File: src/rtl/pulse_interval_meter_if.sv
// Signal bundle between a pulse source / register block and pulse_interval_meter.
interface pulse_interval_meter_if;
  logic        en;
  logic        pulse_in;
  logic [15:0] period_us;
  logic        period_valid;
  logic        timeout;
  logic        active;

  // Side that enables the meter, supplies the pulse and consumes results
  modport master (
    output en,
    output pulse_in,
    input  period_us,
    input  period_valid,
    input  timeout,
    input  active
  );

  // The meter itself
  modport slave (
    input  en,
    input  pulse_in,
    output period_us,
    output period_valid,
    output timeout,
    output active
  );
endinterface

File: src/rtl/pulse_interval_meter.sv
// pulse_interval_meter: measures the interval between rising edges of an
// asynchronous pulse in whole microseconds and flags a stopped input.
module pulse_interval_meter #(
  parameter int unsigned CLK_FREQUENCY = 50_000_000,
  parameter int unsigned TIMEOUT_US    = 50_000
) (
  input  logic                        clk,
  input  logic                        reset,
  pulse_interval_meter_if.slave       pim
);

  localparam int unsigned DIV   = CLK_FREQUENCY / 1_000_000;
  localparam int unsigned PS_W  = (DIV > 1) ? $clog2(DIV) : 1;
  localparam int unsigned CNT_W = 16;

  localparam logic [0:0] ST_IDLE    = 1'b0;
  localparam logic [0:0] ST_MEASURE = 1'b1;

  // Input conditioning
  logic s1_q;
  logic s2_q;
  logic prev_q;
  logic edge_c;

  // FSM, prescaler, interval counter and registered outputs
  logic [0:0]       state_q,  state_d;
  logic [PS_W-1:0]  ps_q,     ps_d;
  logic [CNT_W-1:0] cnt_q,    cnt_d;
  logic [15:0]      period_q, period_d;
  logic             valid_q,  valid_d;
  logic             tmo_q,    tmo_d;
  logic             active_q, active_d;
  logic             tick_c;
  logic             limit_c;

  // Two-flop synchronizer plus history flop; runs regardless of en so an
  // input already high at enable does not look like a fresh edge.
  always_ff @(posedge clk) begin
    if (reset) begin
      s1_q   <= 1'b0;
      s2_q   <= 1'b0;
      prev_q <= 1'b0;
    end else begin
      s1_q   <= pim.pulse_in;
      s2_q   <= s1_q;
      prev_q <= s2_q;
    end
  end

  assign edge_c  = s2_q & ~prev_q;
  assign tick_c  = (ps_q == PS_W'(DIV - 1));
  assign limit_c = ((17'(cnt_q) + 17'd1) == 17'(TIMEOUT_US));

  // Next-state and output decode; en low overrides everything and parks in IDLE
  always_comb begin
    state_d  = state_q;
    ps_d     = ps_q;
    cnt_d    = cnt_q;
    period_d = period_q;
    valid_d  = 1'b0;
    tmo_d    = 1'b0;

    if (!pim.en) begin
      state_d = ST_IDLE;
      ps_d    = '0;
      cnt_d   = '0;
    end else begin
      case (state_q)
        ST_IDLE: begin
          ps_d  = '0;
          cnt_d = '0;
          if (edge_c) begin
            state_d = ST_MEASURE;
          end
        end
        ST_MEASURE: begin
          if (edge_c) begin
            // Edge wins over a coincident timeout tick; include the tick
            // completing in this cycle.
            period_d = cnt_q + CNT_W'(tick_c);
            valid_d  = 1'b1;
            cnt_d    = '0;
            ps_d     = '0;
          end else if (tick_c && limit_c) begin
            period_d = '0;
            tmo_d    = 1'b1;
            state_d  = ST_IDLE;
            cnt_d    = '0;
            ps_d     = '0;
          end else begin
            ps_d = tick_c ? '0 : ps_q + PS_W'(1);
            if (tick_c) begin
              cnt_d = cnt_q + CNT_W'(1);
            end
          end
        end
        default: begin
          state_d = ST_IDLE;
          ps_d    = '0;
          cnt_d   = '0;
        end
      endcase
    end

    active_d = (state_d == ST_MEASURE);
  end

  // State, counters and output registers
  always_ff @(posedge clk) begin
    if (reset) begin
      state_q  <= ST_IDLE;
      ps_q     <= '0;
      cnt_q    <= '0;
      period_q <= '0;
      valid_q  <= 1'b0;
      tmo_q    <= 1'b0;
      active_q <= 1'b0;
    end else begin
      state_q  <= state_d;
      ps_q     <= ps_d;
      cnt_q    <= cnt_d;
      period_q <= period_d;
      valid_q  <= valid_d;
      tmo_q    <= tmo_d;
      active_q <= active_d;
    end
  end

  assign pim.period_us    = period_q;
  assign pim.period_valid = valid_q;
  assign pim.timeout      = tmo_q;
  assign pim.active       = active_q;

endmodule

File: src/flat_wrapper.sv
// flat-port wrapper written by rule: the top's interface ports become plain ports
module pulse_interval_meter_flat 
#(
  parameter int unsigned CLK_FREQUENCY = 50_000_000,
  parameter int unsigned TIMEOUT_US    = 50_000
)
  (clk, reset, pim_en, pim_pulse_in, pim_period_us, pim_period_valid, pim_timeout, pim_active);
  pulse_interval_meter_if pim_i ();
  input  logic clk;
  input  logic reset;
  input wire logic [$bits(pim_i.en)-1:0] pim_en;
  input wire logic [$bits(pim_i.pulse_in)-1:0] pim_pulse_in;
  output wire logic [$bits(pim_i.period_us)-1:0] pim_period_us;
  output wire logic [$bits(pim_i.period_valid)-1:0] pim_period_valid;
  output wire logic [$bits(pim_i.timeout)-1:0] pim_timeout;
  output wire logic [$bits(pim_i.active)-1:0] pim_active;
  assign pim_i.en = pim_en;
  assign pim_i.pulse_in = pim_pulse_in;
  assign pim_period_us = pim_i.period_us;
  assign pim_period_valid = pim_i.period_valid;
  assign pim_timeout = pim_i.timeout;
  assign pim_active = pim_i.active;
  pulse_interval_meter #(.CLK_FREQUENCY(CLK_FREQUENCY), .TIMEOUT_US(TIMEOUT_US)) u_core (.clk(clk), .reset(reset), .pim(pim_i));
endmodule
File: config.mk
export PLATFORM = sky130hd
export DESIGN_NAME = pulse_interval_meter_flat
export DESIGN_NICKNAME = d
export VERILOG_FILES = /design/src/rtl/pulse_interval_meter_if.sv /design/src/rtl/pulse_interval_meter.sv /design/src/flat_wrapper.sv
export SDC_FILE = /design/constraint.sdc
export NUM_CORES = 1
export LEC_CHECK = 0
export CAP_MARGIN = 40
export CORE_AREA = 4 4 81 83
export DETAILED_ROUTE_END_ITERATION = 10
export DIE_AREA = 0 0 85 87
export PLACE_DENSITY = 0.61
export SKIP_LAST_GASP = 1
export SLEW_MARGIN = 20
export SYNTH_ARGS = -nofsm -noshare
export SYNTH_HDL_FRONTEND = slang
export SYNTH_SLANG_ARGS = --single-unit
File: constraint.sdc
create_clock -name clk -period 7.3 [get_ports clk]
set_input_delay 2.19 -clock clk [delete_from_list [all_inputs] [get_ports clk]]
set_output_delay 2.19 -clock clk [all_outputs]
set_load 0.03 [all_outputs]
==> results.cfg <==
[yosys]
yosysWarnings = 0
synth_top_area_cell = dfxtp_1
synthCells = 280
ys_async_sr_fraction_pct = 0
ys_types = 40
synth_fp_nets = 290
synth.area.top_cells = dfxtp_1, xor2_1, a21oi_1
yosys_register_bits = 44
synth_commonest_cells = dfxtp_1, nand2_1, nor2_1
yosys.area.top_type_share_pct = 38.9
yosysMostFrequentCell = dfxtp_1
syn-cell-area_mm2 = 0.00227
synth_seq_area_share_pct = 38.9
synth_edf_count = 0
ys.flop_type = dfxtp_1
syn_area_per_cell_um2 = 8.10

[placement]
port_buffers = 22
gp_congestion = 0.847
dp.cells = 357
dpl_cell_area_mm2 = 0.00248
hpwl_um = 3430
post-place-ws_ns = 2.93

[drt]
first_pass_iters = 4
vias_per_cell = 5.29
finalWirelength_um = 4880
wl_per_cell_um = 13.4
via_count = 1932
drt_iter0_markers = 120
ant_nets = 0
drc = 0

[finish]
diodes = 0
final_area_mm2 = 0.00258
instances_no_fill = 365
syn2layout_area_growth_pct = 13.8
drive_above_1_share_pct = 4.83
final_nets = 299

[timing]
tns_ns = 0
fin_skew_ns = 0.00331
finalWorstPathRequiredPeriod_ns = 4.06
max_freq_ghz = 0.246
period_share_pct = 55.7
rsz0062_at_grt = false
setup_viol = 0
hold_viol_final = 0
setup_slack_ns = 3.24
slew_viol_final = 0
tightest_slew_ns = 0.760
slew_headroom_pct = 49.2

[cts]
post_cts_buffers = 0
holdBufCountCts = 0
cts_buffers = 5
clk_pin_slew_worst_paths_ns = 0.08
cts_sinks = 44
cts_root_buf = clkbuf_8
h-tree-depth = 2
insertion_delay_ns = 0.29
cts_tree = yes
clockBufferDepth = 2
cts-resized-gates = 0

[worst_setup_path]
critPathRequiredTime_ns = 7.53
crit_fanout = 22
crit_type = input port to flip-flop
arrival_ns = 4.29
worstSetupEndpointType = flip-flop
critPathLaunchType = input port

[global_routing]
grt-ovfl-total = 0
grt_pass1_vias = 1784
grt_use_total_pct = 13.7
antenna_found_initial = 0
grt_max_degree = 23
grt_pass1_wl_um = 8250

[power]
netSwitchingFraction_pct = 21.8
p_clk_share_pct = 39.3
p_seq_share_pct = 58.9
p_leak_uw = 0.000806
vdd_ir_drop_max_uv = 103
power_density_mw_per_mm2 = 159
internal_power_uw = 320
p_comb_share_pct = 1.7
p_switching_uw = 89.1

[worst_hold_path]
hold_path.class = flip-flop to flip-flop

[floorplanning]
start_util_pct = 38.8
rows = 28
io-pin-count = 23
die_h_um = 87
die_w_um = 85
die_area_mm2 = 0.00740
core_area_mm2 = 0.00585

[status]
status = finished, final reports clean

[run]
maxCapViolCount = 0
-- kinds of logic (layout without fill, tap and decap cells) --
group | after synthesis | in the layout | synth area share (%)
AND/OR/NAND/NOR | 116 | 116 | 25.8
AO/OA/AOI/OAI | 59 | 59 | 14.6
flip-flops | 44 | 44 | 38.9
XOR/XNOR | 31 | 31 | 12.0
buffers and inverters | 23 | 33 | 5.02
adder cells (fa/ha/maj) | 6 | 6 | 3.31
multiplexers | 1 | 1 | 0.442
-- placed cells by master (no fill, tap or decap), drive strengths merged, types with 9 or more instances in the layout --
cell,netlist,layout
o21ai,21,21
xor2,17,17
dfxtp,44,44
xnor2,14,14
nand2,33,33
clkdlybuf4s50,0,22
nand3,11,11
nand4,9,9
a21oi,28,28
nor2,29,29
-- per-stage QoR --
stage	util [%]	total power, uW	hold WS [ns]
final	44.1	409	0.460
after global placement	42.3	254	0.427
after global routing	44.1	426	0.484
after CTS	44.1	414	0.463
after detailed placement	42.4	254	0.435
after floorplan	-	251	0.414
-- layer usage --
layer	GRT usage (%)	vias up	routed length (um)
met3	2.93	7	181
met5	0	-	0
met2	22.7	29	2210
met1	17.5	904	2420
met4	4.89	0	70
li1	-	992	-
-- state kept, by name (all words and copies together) (netlist names) --
| signal | cells |
|---|---|
| u_core.pim.period_us | 16 |
| u_core.cnt_q | 16 |
| u_core.s2_q | 1 |
| u_core.ps_q | 6 |
| u_core.state_q | 1 |
| u_core.pim.timeout | 1 |
| u_core.s1_q | 1 |
| u_core.pim.period_valid | 1 |
| u_core.prev_q | 1 |
-- worst max-delay path, cell delays in order --
cell and delay, ns:
clkdlybuf4s50_1 0.80, or3_1 0.80, nand2b_1 0.35, nor2_1 0.15
-- worst paths after layout --
kind	startpoint	end	slack, ns	cells past startpoint
hold / removal	u_core.s1_q	u_core.s2_q	0.46	1
hold reg to reg	u_core.s1_q	u_core.s2_q	0.46	1
setup reg to reg	u_core.ps_q[0]	u_core.pim.period_us[7]	4.31	8
setup / recovery	reset	u_core.ps_q[3]	3.24	4
-- layout make-up --
type	count	area, um^2
multi-input combinational	213	1270
inverter	2	7.51
fill	573	3270
timing repair buffer	23	228
sequential	44	881
clock buffer	6	82.6
clock inverter	2	15.0
tap	75	93.8
-- power by group through the flow --
stage	Clock, uW	Sequential, uW	Combinational (uW)
floorplan	0	247	3.97
global placement	0	247	7.07
detailed placement	0	247	7.11
CTS	166	241	7.14
global route	177	241	7.97
finish	161	241	7.15
No activity file was read; power rests on OpenSTA's default activity.
==> edit 1: new RTL, same settings <==
`CLK_FREQUENCY` is set to 50_000_000 in 2 places; all go to 100_000_000.
--- a/src/rtl/pulse_interval_meter.sv
+++ b/src/rtl/pulse_interval_meter.sv
@@ -1,7 +1,7 @@
 // pulse_interval_meter: measures the interval between rising edges of an
 // asynchronous pulse in whole microseconds and flags a stopped input.
 module pulse_interval_meter #(
-  parameter int unsigned CLK_FREQUENCY = 50_000_000,
+  parameter int unsigned CLK_FREQUENCY = 100_000_000,
   parameter int unsigned TIMEOUT_US    = 50_000
 ) (
   input  logic                        clk,
--- a/src/flat_wrapper.sv
+++ b/src/flat_wrapper.sv
@@ -1,7 +1,7 @@
 // flat-port wrapper written by rule: the top's interface ports become plain ports
 module pulse_interval_meter_flat 
 #(
-  parameter int unsigned CLK_FREQUENCY = 50_000_000,
+  parameter int unsigned CLK_FREQUENCY = 100_000_000,
   parameter int unsigned TIMEOUT_US    = 50_000
 )
   (clk, reset, pim_en, pim_pulse_in, pim_period_us, pim_period_valid, pim_timeout, pim_active);
Check against the original RTL: no difference found for any inputs over 10 cycles, from zero or initial values and one cycle with reset high; that may be too few to reach the edited logic, so the function may still have changed.
==> edit 1 against the original RTL <==
- global-route usage increased by 3.0 points
- power increased by 12%
- largest power group unchanged
- worst setup slack improved by 0.044 ns
- register-to-register slack got worse by 0.18 ns
- critical endpoint is now u_core.pim.period_us[14]$_SDFFE_PP0P_
- wire length increased by 19%
- area after synthesis increased by 9.3%
- first-iteration DRC count increased by 17%
- sequential cell count increased by 1
- design area increased by 8.7%
- maximum frequency increased by 1.1%
==> edit 1: results (changes against the original RTL) <==
\begin{tabular}{lr}
\hline
Metric & Value \\
\hline
\multicolumn{2}{l}{\textbf{Status}} \\
Result of the run & finished clean (unchanged) \\
\multicolumn{2}{l}{\textbf{Route}} \\
Routed met3 length & 275 microns (was 181 microns) \\
Wire length on met2 & 2610 microns (was 2210 microns) \\
Routed wire length per instance & 15.2 microns (was 13.4 microns) \\
\multicolumn{2}{l}{\textbf{STA}} \\
Worst slew margin relative to its limit & 0.460 (was 0.492) \\
Min Tclk post-route & 4.02 ns (was 4.06 ns) \\
Post-Route Skew & 0.00803 ns (was 0.00331 ns) \\
\multicolumn{2}{l}{\textbf{Global routing}} \\
Global-route wire length before repair & 9800 microns (was 8250 microns) \\
Met1 usage & 0.239 (was 0.175) \\
GR Util All Layers & 0.166 (was 0.137) \\
Largest net degree at the start of global routing & 34 (was 23) \\
Met2 demand-to-capacity share in global routing & 0.244 (was 0.227) \\
Met3 track demand over resource & 0.0293 (unchanged) \\
Number of global-route vias before repair & 1915 (was 1784) \\
\multicolumn{2}{l}{\textbf{Synthesis}} \\
Post-Synth XOR/XNOR Area & 0.106 (was 0.120) \\
Leading cell types by total area after synthesis & sky130\_fd\_sc\_hd\_\_dfxtp\_1, sky130\_fd\_sc\_hd\_\_xnor2\_1, sky130\_fd\_sc\_hd\_\_xor2\_1 (was sky130\_fd\_sc\_hd\_\_dfxtp\_1, sky130\_fd\_sc\_hd\_\_xor2\_1, sky130\_fd\_sc\_hd\_\_a21oi\_1) \\
Share of synthesized area spent on multiplexers & 0.00404 (was 0.00442) \\
Number of unique standard cell types used by synthesis & 46 (was 40) \\
Commonest cells post-synth & sky130\_fd\_sc\_hd\_\_dfxtp\_1, sky130\_fd\_sc\_hd\_\_nor2\_1, sky130\_fd\_sc\_hd\_\_nand2\_1 (was sky130\_fd\_sc\_hd\_\_dfxtp\_1, sky130\_fd\_sc\_hd\_\_nand2\_1, sky130\_fd\_sc\_hd\_\_nor2\_1) \\
Part of the Yosys area used for sequential elements & 0.364 (was 0.389) \\
Number of nets produced by synthesis & 309 (was 290) \\
Synthesized-area fraction occupied by adder cells & 0.0253 (was 0.0331) \\
\multicolumn{2}{l}{\textbf{Placement}} \\
Worst slack after detailed placement & 2.95 ns (was 2.93 ns) \\
Final RePlAce weighted congestion & 0.820 (was 0.847) \\
Final HPWL DP & 4000 microns (was 3430 microns) \\
\multicolumn{2}{l}{\textbf{Setup path}} \\
Crit-path max FO & 16 (was 22) \\
Signal arrival time at the worst endpoint & 4.26 ns (was 4.29 ns) \\
Slowest cell delay on critical path & 0.75 ns (was 0.80 ns) \\
\multicolumn{2}{l}{\textbf{Finish}} \\
Share of final-layout standard cells stronger than drive strength 1 & 0.0584 (was 0.0483) \\
Fill cell instance count of the final layout & 571 (was 573) \\
\multicolumn{2}{l}{\textbf{Clock tree}} \\
Clock insertion delay at the later pin of the skew report & 0.31 ns (was 0.29 ns) \\
\multicolumn{2}{l}{\textbf{Pwr}} \\
Leakage power & 0.881 nW (was 0.806 nW) \\
Worst vdd rail ir drop & 104 uV (was 103 uV) \\
\hline
\end{tabular}
## edit 1: cell count changes in the layout (fill, tap and decap cells not counted), sizes merged, moves of 3 or more
cell	change
o21ai	-14
nand3b	+13
a21oi	-12
nor3	+12
o22ai	+11
a22oi	+8
nand2	-5
and3	+3
nand3	+3
nor3b	-3
or4	-3
## edit 1: worst paths after layout
path	from	endpoint	slack, ns	depth (start not counted)
max	pim_en	u_core.pim.period_us[14]$_SDFFE_PP0P_	3.28	6
min	u_core.ps_q[0]$_SDFF_PP0_	u_core.ps_q[0]$_SDFF_PP0_	0.44	1
max reg2reg	u_core.ps_q[2]$_SDFF_PP0_	u_core.pim.period_us[14]$_SDFFE_PP0P_	4.13	11
min reg2reg	u_core.ps_q[0]$_SDFF_PP0_	u_core.ps_q[0]$_SDFF_PP0_	0.44	1
## edit 1: power breakdown
| group | internal [mW] | leakage [nW] | switching [mW] | total [mW] |
|---|---|---|---|---|
| Sequential | 0.246 | 0.363 | 0.000363 | 0.246 |
| Combinational | 0.00380 | 0.460 | 0.00572 | 0.00952 |
| Clock | 0.111 | 0.0574 | 0.0889 | 0.200 |
## edit 1: area by class of cell
type | count | area, sq um | share of cell area
multi-input combinational | 228 | 1440 | 0.513
sequential | 45 | 901 | 0.321
timing repair buffer | 25 | 243 | 0.0865
tap | 75 | 93.8 | 0.0335
clock buffer | 6 | 82.6 | 0.0294
clock inverter | 2 | 37.5 | 0.0134
inverter | 2 | 7.51 | 0.00268
## edit 1: stage by stage
step	cells	instance area [sq um]
3_5_place_dp	374	2680
4_1_cts	382	2800
2_1_floorplan	300	2480
6_report	383	2810
5_1_grt	383	2810
3_3_place_gp	374	2680
==> edit 2: new RTL, same settings <==
Without the edit above. Reset style: asynchronous (`reset`), changed in 2 clocked blocks.
--- a/src/rtl/pulse_interval_meter.sv
+++ b/src/rtl/pulse_interval_meter.sv
@@ -35,7 +35,7 @@
 
   // Two-flop synchronizer plus history flop; runs regardless of en so an
   // input already high at enable does not look like a fresh edge.
-  always_ff @(posedge clk) begin
+  always_ff @(posedge clk or posedge reset) begin
     if (reset) begin
       s1_q   <= 1'b0;
       s2_q   <= 1'b0;
@@ -106,7 +106,7 @@
   end
 
   // State, counters and output registers
-  always_ff @(posedge clk) begin
+  always_ff @(posedge clk or posedge reset) begin
     if (reset) begin
       state_q  <= ST_IDLE;
       ps_q     <= '0;
Check against the original RTL: differs if reset is asserted again (counterexample within 4 cycles, from zero or initial values and one cycle with reset high); with reset held inactive, the same outputs for 10 cycles.
==> edit 2 against the original RTL <==
- register-to-register slack lost 0.12 ns
- critical path depth shrank 3
- area after synthesis is 3.9% higher
- synthesized cell count fell by 14%
- via count fell by 9.9%
- largest cell class unchanged
- first-iteration DRC count up 5.8%
- power is 2.1% lower
- worst setup slack gained 0.49 ns
- sequential cell count is the same
- critical endpoint is now pim_active
- design area rose by 3.3%
- sequential power up 2%
- wire length decreased by 5.0%
==> edit 2: results (changes against the original RTL) <==
\begin{tabular}{lr}
\hline
Metric & Value \\
\hline
\multicolumn{2}{l}{\textbf{Synthesis}} \\
Commonest cells post-synth & sky130\_fd\_sc\_hd\_\_dfrtp\_1, sky130\_fd\_sc\_hd\_\_nor2\_1, sky130\_fd\_sc\_hd\_\_xor2\_1 (was sky130\_fd\_sc\_hd\_\_dfxtp\_1, sky130\_fd\_sc\_hd\_\_nand2\_1, sky130\_fd\_sc\_hd\_\_nor2\_1) \\
Synthesized-area fraction occupied by ao, oa, aoi and oai cells & 0.104 (was 0.146) \\
Number of nets produced by synthesis & 251 (was 290) \\
Async set-reset flop share out of synthesis & 1.00 (was 0) \\
Part of the Yosys area used for sequential elements & 0.468 (was 0.389) \\
Share of synthesized area spent on multiplexers & 0 (was 0.00442) \\
\multicolumn{2}{l}{\textbf{Global routing}} \\
Number of global-route vias before repair & 1619 (was 1784) \\
Met1 usage & 0.182 (was 0.175) \\
Global-route wire length before repair & 8090 microns (was 8250 microns) \\
GR Util All Layers & 0.138 (was 0.137) \\
\multicolumn{2}{l}{\textbf{Hold path}} \\
Depth of the worst hold-timing path & 0 (was 1) \\
Launch point of the worst hold path & u\_core.s1\_q\$\_DFF\_PP0\_ (was u\_core.s1\_q\$\_SDFF\_PP0\_) \\
\multicolumn{2}{l}{\textbf{Route}} \\
Routed met3 length & 209 microns (was 181 microns) \\
Wire length on met1 & 2240 microns (was 2420 microns) \\
Routed via count divided by cell count & 5.28 (was 5.29) \\
Wire length on met2 & 2100 microns (was 2210 microns) \\
Detailed Route Iter0 Violations & 127 (was 120) \\
\multicolumn{2}{l}{\textbf{Status}} \\
Result of the run & finished clean (unchanged) \\
\multicolumn{2}{l}{\textbf{Setup path}} \\
Crit-path max FO & 4 (was 22) \\
CP delay by family, top & buffers and inverters (was simple AND/OR/NAND/NOR gates) \\
Slowest cell delay on critical path & 0.69 ns (was 0.80 ns) \\
Signal arrival time at the worst endpoint & 1.39 ns (was 4.29 ns) \\
\multicolumn{2}{l}{\textbf{Pwr}} \\
Combinational share of power & 0.033 (was 0.017) \\
Sequential power share & 0.615 (was 0.589) \\
Sequential power & 0.246 mW (was 0.241 mW) \\
\multicolumn{2}{l}{\textbf{Finish}} \\
Share of final-layout standard cells stronger than drive strength 1 & 0.0471 (was 0.0483) \\
\hline
\end{tabular}
[edit 2: cell type report]
| cell class | instances | area (sq um) |
|---|---|---|
| Timing Repair Buffer | 24 | 235 |
| Tap cell | 75 | 93.8 |
| Sequential cell | 44 | 1100 |
| Fill cell | 557 | 3190 |
| Multi-Input combinational cell | 177 | 1150 |
| Inverter | 3 | 11.3 |
| Clock inverter | 1 | 5.00 |
| Clock buffer | 6 | 72.6 |
[edit 2: worst max-delay path by stage]
stage / start / end / cells after the start
floorplan: reset / u_core.cnt_q[0]$_DFFE_PP0P_ / 1
global placement: pim_en / u_core.pim.period_us[12]$_DFFE_PP0P_ / 4
detailed placement: pim_en / u_core.cnt_q[12]$_DFFE_PP0P_ / 4
CTS: u_core.state_q$_DFF_PP0_ / pim_active / 1
global route: u_core.state_q$_DFF_PP0_ / pim_active / 1
finish: u_core.state_q$_DFF_PP0_ / pim_active / 1
